==> config.mk <==
export PLATFORM = sky130hd
export DESIGN_NAME = ahb_arb2
export DESIGN_NICKNAME = d
export VERILOG_FILES = /design/src/rtl/ahb_pkg.sv /design/src/rtl/ahb_rr_arb.sv /design/src/rtl/ahb_arb2.sv
export SDC_FILE = /design/constraint.sdc
export NUM_CORES = 1
export LEC_CHECK = 0
export ABC_AREA = 1
export CORE_AREA = 8 8 105 107
export CTS_CLUSTER_SIZE = 10
export DETAILED_ROUTE_END_ITERATION = 10
export DIE_AREA = 0 0 113 115
export DONT_BUFFER_PORTS = 1
export PLACE_DENSITY = 0.36
export SETUP_SLACK_MARGIN = 0.5
export SLEW_MARGIN = 10
export SYNTH_ARGS = -nofsm -noshare
export SYNTH_HDL_FRONTEND = slang
export SYNTH_SLANG_ARGS = --single-unit
==> constraint.sdc <==
create_clock -name clk -period 3.8 [get_ports clk]
set_input_delay 0.95 -clock clk [delete_from_list [all_inputs] [get_ports clk]]
set_output_delay 0.95 -clock clk [all_outputs]
set_load 0.02 [all_outputs]
==> src/rtl/ahb_pkg.sv <==
// Shared AHB-lite encodings and arbiter state type for the two-master bus arbiter.
package ahb_pkg;

    typedef enum logic [1:0] {
        HtransIdle   = 2'b00,
        HtransBusy   = 2'b01,
        HtransNonseq = 2'b10,
        HtransSeq    = 2'b11
    } htrans_e;

    typedef enum logic [2:0] {
        HsizeByte   = 3'b000,
        HsizeHalf   = 3'b001,
        HsizeWord   = 3'b010,
        HsizeDword  = 3'b011,
        Hsize4Word  = 3'b100,
        Hsize8Word  = 3'b101,
        Hsize16Word = 3'b110,
        Hsize32Word = 3'b111
    } hsize_e;

    typedef enum logic [1:0] {
        StPark = 2'b00,
        StOwn0 = 2'b01,
        StOwn1 = 2'b10
    } arb_state_e;

    // BUSY and SEQ continue a burst, so the bus cannot change hands on them.
    function automatic logic htrans_in_burst(input logic [1:0] trans);
        return (trans == HtransBusy) || (trans == HtransSeq);
    endfunction

endpackage

==> src/rtl/ahb_rr_arb.sv <==
// Two-requester round-robin picker; the last-grant pointer doubles as the bus hmaster.
module ahb_rr_arb (
    input  logic       clk,
    input  logic       rst_n,
    input  logic [1:0] req,
    input  logic       advance,
    output logic       gnt_valid,
    output logic       gnt_idx,
    output logic       last_q
);

    logic last_d;

    always_comb begin
        gnt_valid = |req;
        gnt_idx   = last_q;
        case (req)
            2'b01:   gnt_idx = 1'b0;
            2'b10:   gnt_idx = 1'b1;
            2'b11:   gnt_idx = ~last_q;
            default: gnt_idx = last_q;
        endcase
        // With no requester the pointer keeps the last owner.
        last_d = (advance && gnt_valid) ? gnt_idx : last_q;
    end

    always_ff @(posedge clk or negedge rst_n) begin
        if (!rst_n) begin
            last_q <= 1'b0;
        end else begin
            last_q <= last_d;
        end
    end

endmodule

==> src/rtl/ahb_arb2.sv <==
// Two-master AHB-lite arbiter with address/data phase pipelining.
// Define AHB_ARB_LOCK_EN to add hmastlock inputs that pin the current owner.
module ahb_arb2
    import ahb_pkg::*;
#(
    parameter int unsigned AW = 32,
    parameter int unsigned DW = 32
) (
    input  logic          clk,
    input  logic          rst_n,
    input  logic          m0_busreq,
    input  logic          m1_busreq,
    input  logic [1:0]    m0_htrans,
    input  logic [1:0]    m1_htrans,
    input  logic [AW-1:0] m0_haddr,
    input  logic [AW-1:0] m1_haddr,
    input  logic          m0_hwrite,
    input  logic          m1_hwrite,
    input  logic [2:0]    m0_hsize,
    input  logic [2:0]    m1_hsize,
    input  logic [DW-1:0] m0_hwdata,
    input  logic [DW-1:0] m1_hwdata,
`ifdef AHB_ARB_LOCK_EN
    input  logic          m0_hmastlock,
    input  logic          m1_hmastlock,
    output logic          s_hmastlock,
`endif
    output logic          m0_hgrant,
    output logic          m1_hgrant,
    output logic          m0_hready,
    output logic          m1_hready,
    output logic          m0_hresp,
    output logic          m1_hresp,
    output logic [DW-1:0] hrdata,
    output logic [1:0]    s_htrans,
    output logic [AW-1:0] s_haddr,
    output logic          s_hwrite,
    output logic [2:0]    s_hsize,
    output logic [DW-1:0] s_hwdata,
    input  logic [DW-1:0] s_hrdata,
    input  logic          s_hready,
    input  logic          s_hresp,
    output logic          hmaster
);

    arb_state_e state_q, state_d;
    logic       hmaster_q;
    logic       dmaster_q, dmaster_d;
    logic       dvalid_q, dvalid_d;
    logic [1:0] own_htrans;
    logic       own_lock;
    logic       arb_point;
    logic       advance;
    logic       gnt_valid;
    logic       gnt_idx;

    always_comb begin
        own_htrans = HtransIdle;
        if (state_q != StPark) begin
            own_htrans = hmaster_q ? m1_htrans : m0_htrans;
        end
    end

`ifdef AHB_ARB_LOCK_EN
    assign own_lock = (state_q != StPark) && (hmaster_q ? m1_hmastlock : m0_hmastlock);
`else
    assign own_lock = 1'b0;
`endif

    assign arb_point = s_hready && !htrans_in_burst(own_htrans);
    assign advance   = arb_point && !own_lock;

    ahb_rr_arb u_rr_arb (
        .clk       (clk),
        .rst_n     (rst_n),
        .req       ({m1_busreq, m0_busreq}),
        .advance   (advance),
        .gnt_valid (gnt_valid),
        .gnt_idx   (gnt_idx),
        .last_q    (hmaster_q)
    );

    always_comb begin
        state_d = state_q;
        if (advance) begin
            if (!gnt_valid) begin
                state_d = StPark;
            end else begin
                state_d = gnt_idx ? StOwn1 : StOwn0;
            end
        end
    end

    always_ff @(posedge clk or negedge rst_n) begin
        if (!rst_n) begin
            state_q <= StPark;
        end else begin
            state_q <= state_d;
        end
    end

    // Data-phase owner follows the address phase accepted on each ready cycle.
    always_comb begin
        dmaster_d = dmaster_q;
        dvalid_d  = dvalid_q;
        if (s_hready) begin
            dmaster_d = hmaster_q;
            dvalid_d  = (s_htrans != HtransIdle);
        end
    end

    always_ff @(posedge clk or negedge rst_n) begin
        if (!rst_n) begin
            dmaster_q <= 1'b0;
            dvalid_q  <= 1'b0;
        end else begin
            dmaster_q <= dmaster_d;
            dvalid_q  <= dvalid_d;
        end
    end

    assign m0_hgrant = (state_q == StOwn0);
    assign m1_hgrant = (state_q == StOwn1);
    assign hmaster   = hmaster_q;

    // Address bus is quiet while parked so nothing stray reaches the slave.
    always_comb begin
        s_htrans = HtransIdle;
        s_haddr  = '0;
        s_hwrite = 1'b0;
        s_hsize  = HsizeByte;
        if (state_q != StPark) begin
            s_htrans = hmaster_q ? m1_htrans : m0_htrans;
            s_haddr  = hmaster_q ? m1_haddr  : m0_haddr;
            s_hwrite = hmaster_q ? m1_hwrite : m0_hwrite;
            s_hsize  = hmaster_q ? m1_hsize  : m0_hsize;
        end
    end

`ifdef AHB_ARB_LOCK_EN
    assign s_hmastlock = own_lock;
`endif

    always_comb begin
        s_hwdata = '0;
        if (dvalid_q) begin
            s_hwdata = dmaster_q ? m1_hwdata : m0_hwdata;
        end
    end

    assign hrdata    = s_hrdata;
    assign m0_hresp  = s_hresp && dvalid_q && !dmaster_q;
    assign m1_hresp  = s_hresp && dvalid_q && dmaster_q;
    assign m0_hready = s_hready && (m0_hgrant || (dvalid_q && !dmaster_q));
    assign m1_hready = s_hready && (m1_hgrant || (dvalid_q && dmaster_q));

endmodule
### Yosys cells after proc, flatten, opt, wreduce, memory -nomap -nowiden

Cells that the tools add are included.

| storage, ports and cells | value |
|---|---|
| input bits | 178 |
| register bits after elaboration | 5 |
| output and inout bits | 109 |

| operators by class | value |
|---|---|
| equal/unequal tests | 7 |
| mux-type cells | 13 |
| reduce and logical (&&, ||, !) cells | 17 |
| bitwise logic cells | 1 |

Operators with widths:

| kind | count |
|---|---|
| $mux 32 | 4 |
| $logic_and 1x1->1 | 9 |
| $eq 2x2->1 const B | 4 |
| $mux 2 | 4 |
| $eq 2x1->1 const B | 3 |
| $mux 3 | 2 |
| $reduce_bool 2->1 | 2 |
| $logic_or 1x1->1 | 3 |
| $pmux 1 s3 | 1 |
| $logic_not 1->1 | 2 |
| $mux 1 | 2 |
| $reduce_or 2->1 | 1 |
| $not 1->1 | 1 |

### Longest topological paths before layout

| logic depth | value |
|---|---|
| depth after elaboration | 7 |
| depth in mapped cells | 8 |
| mapped depth without buffers | 7 |

### Hierarchy

Synthesis repeated with hierarchy kept, for this count alone.

| second synthesis, totals | value |
|---|---|
| cells, all modules | 320 |
| area, all modules | 1705.4 um^2 |

Modules (own cells, without submodules):

| module | instances | cells each | area an instance (um^2) | seq. area each (um^2) |
|---|---|---|---|---|
| ahb_arb2 | 1 | 311 | 1645.3 | 100.1 |
| ahb_rr_arb | 1 | 9 | 60.1 | 25.0 |

### Least setup slack after synthesis

No wires, ideal clock.

| timing path | value |
|---|---|
| path type | input port to output port |
| from | input port m1_haddr[24] |
| to | output port s_haddr[24] |
| cell stages on the path | 2 |
| setup slack | 1481 ps |
| path buffers | 0 |
| required time | 2850 ps |
| arrival | 1369 ps |
| cell sequence | nand2_1 a21oi_1 |

| on the way | value |
|---|---|
| word-level cells in the longest chain between the ends | 2 |

Ends and longest elaborated chain:

| element | line | text |
|---|---|---|
| from (decl) | ahb_arb2.sv:16 | `input logic [AW-1:0] m1_haddr,` |
| $mux 32 | ahb_arb2.sv:134 | `s_haddr = hmaster_q ? m1_haddr : m0_haddr;` |
| $mux 32 | ahb_arb2.sv:132 | `if (state_q != StPark) begin` |
| to (decl) | ahb_arb2.sv:36 | `output logic [AW-1:0] s_haddr,` |

Every way passes these cells.

### Worst setup path in the final report

| timing path | value |
|---|---|
| from | register dmaster_q |
| to | output port s_hwdata[22] |

| on the way | value |
|---|---|
| word-level cells in the longest chain between the ends | 2 |

Ends and longest elaborated chain:

| element | line | text |
|---|---|---|
| from (decl) | ahb_arb2.sv:48 | `logic dmaster_q, dmaster_d;` |
| from (signal assigned) | ahb_arb2.sv:117 | `dmaster_q <= dmaster_d;` |
| $mux 32 | ahb_arb2.sv:147 | `s_hwdata = dmaster_q ? m1_hwdata : m0_hwdata;` |
| $mux 32 | ahb_arb2.sv:146 | `if (dvalid_q) begin` |
| to (decl) | ahb_arb2.sv:39 | `output logic [DW-1:0] s_hwdata,` |

Every way passes these cells.

==> reports/metrics.yaml <==
status: "finished clean"
track_usage_pct: 9.73
cts-root-buf: "clkbuf_8"
ys_warn_count: 0
vias: 1892
rrSetupSlack_ps: 2150
ys_seq_elements: 5
cts_hold_buf: 0
nets: 443
end_kind: "primary output"
synth-adder-area-share_pct: 0
htree_num_levels: 1
r2r_cells: 3
dp.cells: 374
internal-power_uw: 376
fp.dieH_um: 115
dr.pass1.iters: 4
hp-class: "in -> async"
grt_max_degree: 50
crit_slowest_cell: "clkinvlp_4"
synthesis.area_um2: 1580
maxSlewViolCount: 0
dpl.hpwl_um: 6350
row_count: 36
finClkSkew_ps: 1.46
setup_viol: 0
critPathKind: "reg -> out"
syn2layout_area_growth_pct: -9.34
crit_path_max_fanout: 34
finalHoldViolations: 0
seqPwrFrac_pct: 10.3
stdcell_area_um2: 1430
port_buffers: 0
maxCapViolations: 0
first_iter_violations: 116
syn_inst: 315
synth_top_family_by_area: "simple AND/OR/NAND/NOR gates"
dieArea_um2: 13000
instances_no_fill: 378
grt_overflow: 0
synthSimpleGateAreaFrac_pct: 52.3
cts_tree: "built"
max_stage_delay_ps: 580
core-area_um2: 9460
slew_headroom_pct: 49.4
reg2reg_from: "dmaster_q"
regToRegEndpoint: "dmaster_q"
period_share_pct: 74.6
worst_pin_slew_ps: 759
post_drt_wl_per_cell_um: 19.7
tns_ps: 0
cts_buffers: 3
cts_resized: 0
yosysSeqAreaShare_pct: 7.92
grt_pass1_vias: 1914
period_minus_slack_ps: 2840
start_util_pct: 16.7
viasPerCell: 5.01
cp_data_required_time_ps: 2850
drc_errors: 0
power_frac_clock_pct: 6.1
start_kind: "flop"
combinationalPowerShare_pct: 83.7
clk_pin_slew_ps: 30
ir_drop_v: 0.000329
die_x_um: 113
synth_nets: 493
diodes: 0
clock_sink_count: 5
swShare_pct: 75.7
cts_buffer_depth: 2
place_congestion: 0.836
grt_setup_unrepaired: "no"
power-per-cell-area_nw_per_um2: 1080
critPathArrivalTime_ps: 1890
p_switching_mw: 1.17
ys_types: 16
fmax_mhz: 353
syn_area_per_cell_um2: 5.02
wl_um: 7440
clock_latency_ps: 220
postCtsSetupBuffers: 0
power_mw: 1.55
antenna_found_initial: 0
postPlaceCellArea_um2: 1380
synth_xor_area_share_pct: 0
leakage_nw: 0.709
synthMuxAreaShare_pct: 0
synth_compound_area_share_pct: 13.3
crit_chain: "buf_4 -> clkinvlp_4 -> nand3_1 -> nand2_1"
drive_gt1_share_pct: 4.55
hold-worst-slack_ps: 430
postRouteAntennaNets: 0
num_io_pins: 287
grt_pass1_wl_um: 10300
-- metal layers --
metal | wire length [µm] | global-route usage (%) | vias up
li1 | - | - | 881
met1 | 2800 | 10.7 | 807
met2 | 3350 | 16.0 | 186
met3 | 1110 | 4.99 | 18
met4 | 182 | 3.11 | 0
met5 | 0 | 0 | -
-- worst max-delay path, delay by kind of cell (launching register included) --
family	cells	cell delay, ps
buffers and inverters	2	920
and+or+nand+nor	2	420
DFF	1	310
-- power groups by stage --
| stage | Sequential (mW) | Clock (mW) | Combinational [mW] |
|---|---|---|---|
| 2_1_floorplan | 0.0993 | 0 | 1.24 |
| 6_report | 0.159 | 0.0940 | 1.29 |
| 4_1_cts | 0.158 | 0.0973 | 1.31 |
| 3_3_place_gp | 0.155 | 0 | 1.29 |
| 5_1_grt | 0.169 | 0.104 | 1.41 |
| 3_5_place_dp | 0.158 | 0 | 1.31 |
-- synthesized netlist by cell type --
library cell	n	area [µm²]
clkbuf_1	7	26.3
buf_4	33	248
nand2_1	122	458
inv_2	1	3.75
inv_1	10	37.5
nor2_1	7	26.3
dfrtp_1	5	125
o21ai_0	3	15.0
a21oi_1	39	195
buf_1	2	7.51
buf_6	1	11.3
or2_1	1	6.26
nand3_1	66	330
buf_2	16	80.1
or2_2	1	6.26
clkinv_1	1	3.75
-- how the worst max path moves through the flow --
| stage | cells past startpoint | from | slack, ps | end |
|---|---|---|---|---|
| after global routing | 4 | dmaster_q | 770 | s_hwdata[22] |
| after global placement | 4 | dmaster_q | 960 | m0_hready |
| final | 4 | dmaster_q | 960 | s_hwdata[22] |
| after floorplan | 2 | m1_haddr[24] | 1480 | s_haddr[24] |
| after detailed placement | 4 | dmaster_q | 870 | s_hwdata[22] |
| after CTS | 4 | dmaster_q | 630 | s_hwdata[22] |
-- cell usage in the layout, fill, tap and decap left out --
cell type / n
nand2_1: 122
nand3_1: 66
a21oi_1: 39
inv_1: 10
nor2_1: 6
dfrtp_1: 4
buf_4: 4
o21ai_0: 3
clkbuf_8: 3
inv_2: 1
nor2_2: 1
clkinvlp_4: 1
or2_1: 1
or2_2: 1
clkbuf_1: 1
dfrtp_2: 1
-- sequential cells by signal (all words and copies together), names as in the netlist --
register	count
state_q	2
dmaster_q	1
u_rr_arb.last_q	1
dvalid_q	1
-- stage by stage --
stage | utilization [%] | worst slack, ps
final | 15.1 | 965
after CTS | 15.1 | 631
after detailed placement | 14.6 | 870
after floorplan | - | 1480
after global routing | 15.1 | 771
after global placement | 14.6 | 963
-- final cells by class --
type,instances,area (µm²)
clock buffer,4,45.0
fill,1097,8030
timing repair buffer,4,30.0
inverter,12,48.8
sequential,5,126
tap,114,143
multi-input combinational,239,1040
-- logic make-up after synthesis --
group                  Yosys count
AND/OR/NAND/NOR                197
AO/OA/AOI/OAI                   42
buffers and inverters           71
flip-flops                       5
(Power assumes the default switching activity.)
==> edit: new RTL, same flow settings <==
The option `AHB_ARB_LOCK_EN` is turned on by a define.
--- a/src/rtl/ahb_arb2.sv
+++ b/src/rtl/ahb_arb2.sv
@@ -1,5 +1,7 @@
 // Two-master AHB-lite arbiter with address/data phase pipelining.
 // Define AHB_ARB_LOCK_EN to add hmastlock inputs that pin the current owner.
+`define AHB_ARB_LOCK_EN
+
 module ahb_arb2
     import ahb_pkg::*;
 #(
Ports: changed (added m0_hmastlock, m1_hmastlock and s_hmastlock); port bits go from 287 to 290. No check against the original RTL was run, so the function may have changed too.
==> edit against the unedited design <==
Synthesized cell count up 0.95%; clock skew down 1.2 ps; critical path type unchanged; sequential cell count unchanged; area after synthesis up 3.2%; sequential power down 39%; count of clock-buffer cells in the layout unchanged; total power up 6.3%; setup slack better by 41 ps; via count up 0.58%; wire length down 1.6%; cell area up 3.1%; combinational power up 12%.
==> edit: results (changes against the unedited design) <==
- CTS Buf Count: 3 (unchanged)
- Int Pwr: 401 µW (was 376 µW)
- CP arrival: 1840 ps (was 1890 ps)
- Top_reg_cell synth: dfrtp_1 (unchanged)
- Nets: 448 (was 443)
- Worst slew pin tran: 592 ps (was 759 ps)
- Vias per cell: 4.99 (was 5.01)
- Final Skew: 0.273 ps (was 1.46 ps)
- Status: complete, no violations (unchanged)
- Distinct cells, synth: 21 (was 16)
- Largest reg by FF count: state_q (unchanged)
- Initial DRC count: 107 (was 116)
- Post-Syn Area per Cell: 5.13 µm² (was 5.02 µm²)
- Yosys warnings: 0 (unchanged)
- Ys async rst share: 100% (unchanged)
- # fillers: 1,108 (was 1,097)
- Layout cells sized above 1: 6.74% (was 4.55%)
- Final wirelength: 7330 µm (was 7440 µm)
- Worst IR drop on VDD: 0.377 mV (was 0.329 mV)
- Synth top cells by count: nand2_1 (119), nand3_1 (65), a21oi_1 (39), buf_4 (32), buf_2 (16) (was nand2_1 (122), nand3_1 (66), a21oi_1 (39), buf_4 (33), buf_2 (16))
- HP Class: in -> async (unchanged)
- Post-synthesis sequential area ratio: 7.67% (was 7.92%)
- Worst-Skew Late Latency: 220 ps (about the same)
- Placed Area: 1430 µm² (was 1380 µm²)
- Leak: 0.000734 µW (was 0.000709 µW)
- Vias post-DR: 1,903 (was 1,892)
- First-pass iteration count of the detailed router: 4 (unchanged)
- Largest net degree at the start of global routing: 65 (was 50)
- First-pass GRT wire length: 10,600 µm (was 10,300 µm)
- Final GP Congestion: 0.837 (was 0.836)
- CTS max path bufs: 2 (unchanged)
- Mapped Nets: 498 (was 493)
- Total track usage: 10.2% (was 9.73%)
- Top post-synthesis cells by area: nand2_1 (27%), nand3_1 (20%), buf_4 (15%) (was nand2_1 (29%), nand3_1 (21%), buf_4 (16%))
- Dpl hpwl: 6150 µm (was 6350 µm)
- Placed insts: 377 (was 374)
- I/O Buffers: 0 (unchanged)
-- edit: power groups by stage --
stage          clock, µW  combinational, µW  sequential [µW]
3_5_place_dp           0               1460             97.2
4_1_cts              102               1470             96.7
3_3_place_gp           0               1440             97.9
5_1_grt              108               1600             99.8
2_1_floorplan          0               1350             99.1
6_report            98.1               1450             96.5
-- edit: layout make-up --
cell class | count | area [µm²] | area share [%]
Multi-Input combinational cell | 240 | 1080 | 72.9
Tap cell | 114 | 143 | 9.65
Sequential cell | 5 | 126 | 8.55
Inverter | 14 | 56.3 | 3.81
Clock buffer | 4 | 45.0 | 3.05
Timing Repair Buffer | 4 | 30.0 | 2.03
-- edit: timing repair --
item | CTS | global route
hold buffers | 0 | 0
endpoints found under the setup margin | 0 | 34
resized for setup | 0 | 1
-- edit: final timing paths --
path,slack (ps),start,end,depth (start not counted)
min in group clk,510,state_q[1],state_q[1],2
min reg2reg,510,state_q[1],state_q[1],2
max reg2reg,2180,dmaster_q,dmaster_q,3
max,1010,dmaster_q,m0_hready,4
max in group asynchronous,3300,rst_n,dvalid_q,0
min,430,rst_n,dvalid_q,0
-- edit: metal layers --
metal | routed length [µm] | vias up | global-route usage (%)
met4 | 71 | 0 | 1.87
li1 | - | 895 | -
met5 | 0 | - | 0
met1 | 2470 | 808 | 9.90
met2 | 3560 | 190 | 17.9
met3 | 1220 | 10 | 6.67
-- edit: worst max-delay path, stage by stage, from the launching register on --
cell        delay, ps
dfrtp_1           310
buf_4             330
clkinvlp_4        560
nand2_1           230
a21oi_1           190
-- edit: kinds of logic (layout without fill, tap and decap cells) --
| kind of cell | Yosys count | after routing | synth area share (%) |
|---|---|---|---|
| AOI/OAI and AO/OA | 43 | 43 | 13.5 |
| and+or+nand+nor | 197 | 197 | 52.5 |
| DFF | 5 | 5 | 7.67 |
| buffers and inverters | 73 | 22 | 26.3 |
-- edit: through the flow --
stage	worst slack (ps)	util (%)	hold WS (ps)
2_1_floorplan	1200	-	464
3_3_place_gp	1020	15.1	502
3_5_place_dp	884	15.1	502
4_1_cts	643	15.6	419
5_1_grt	721	15.6	409
6_report	1010	15.6	426
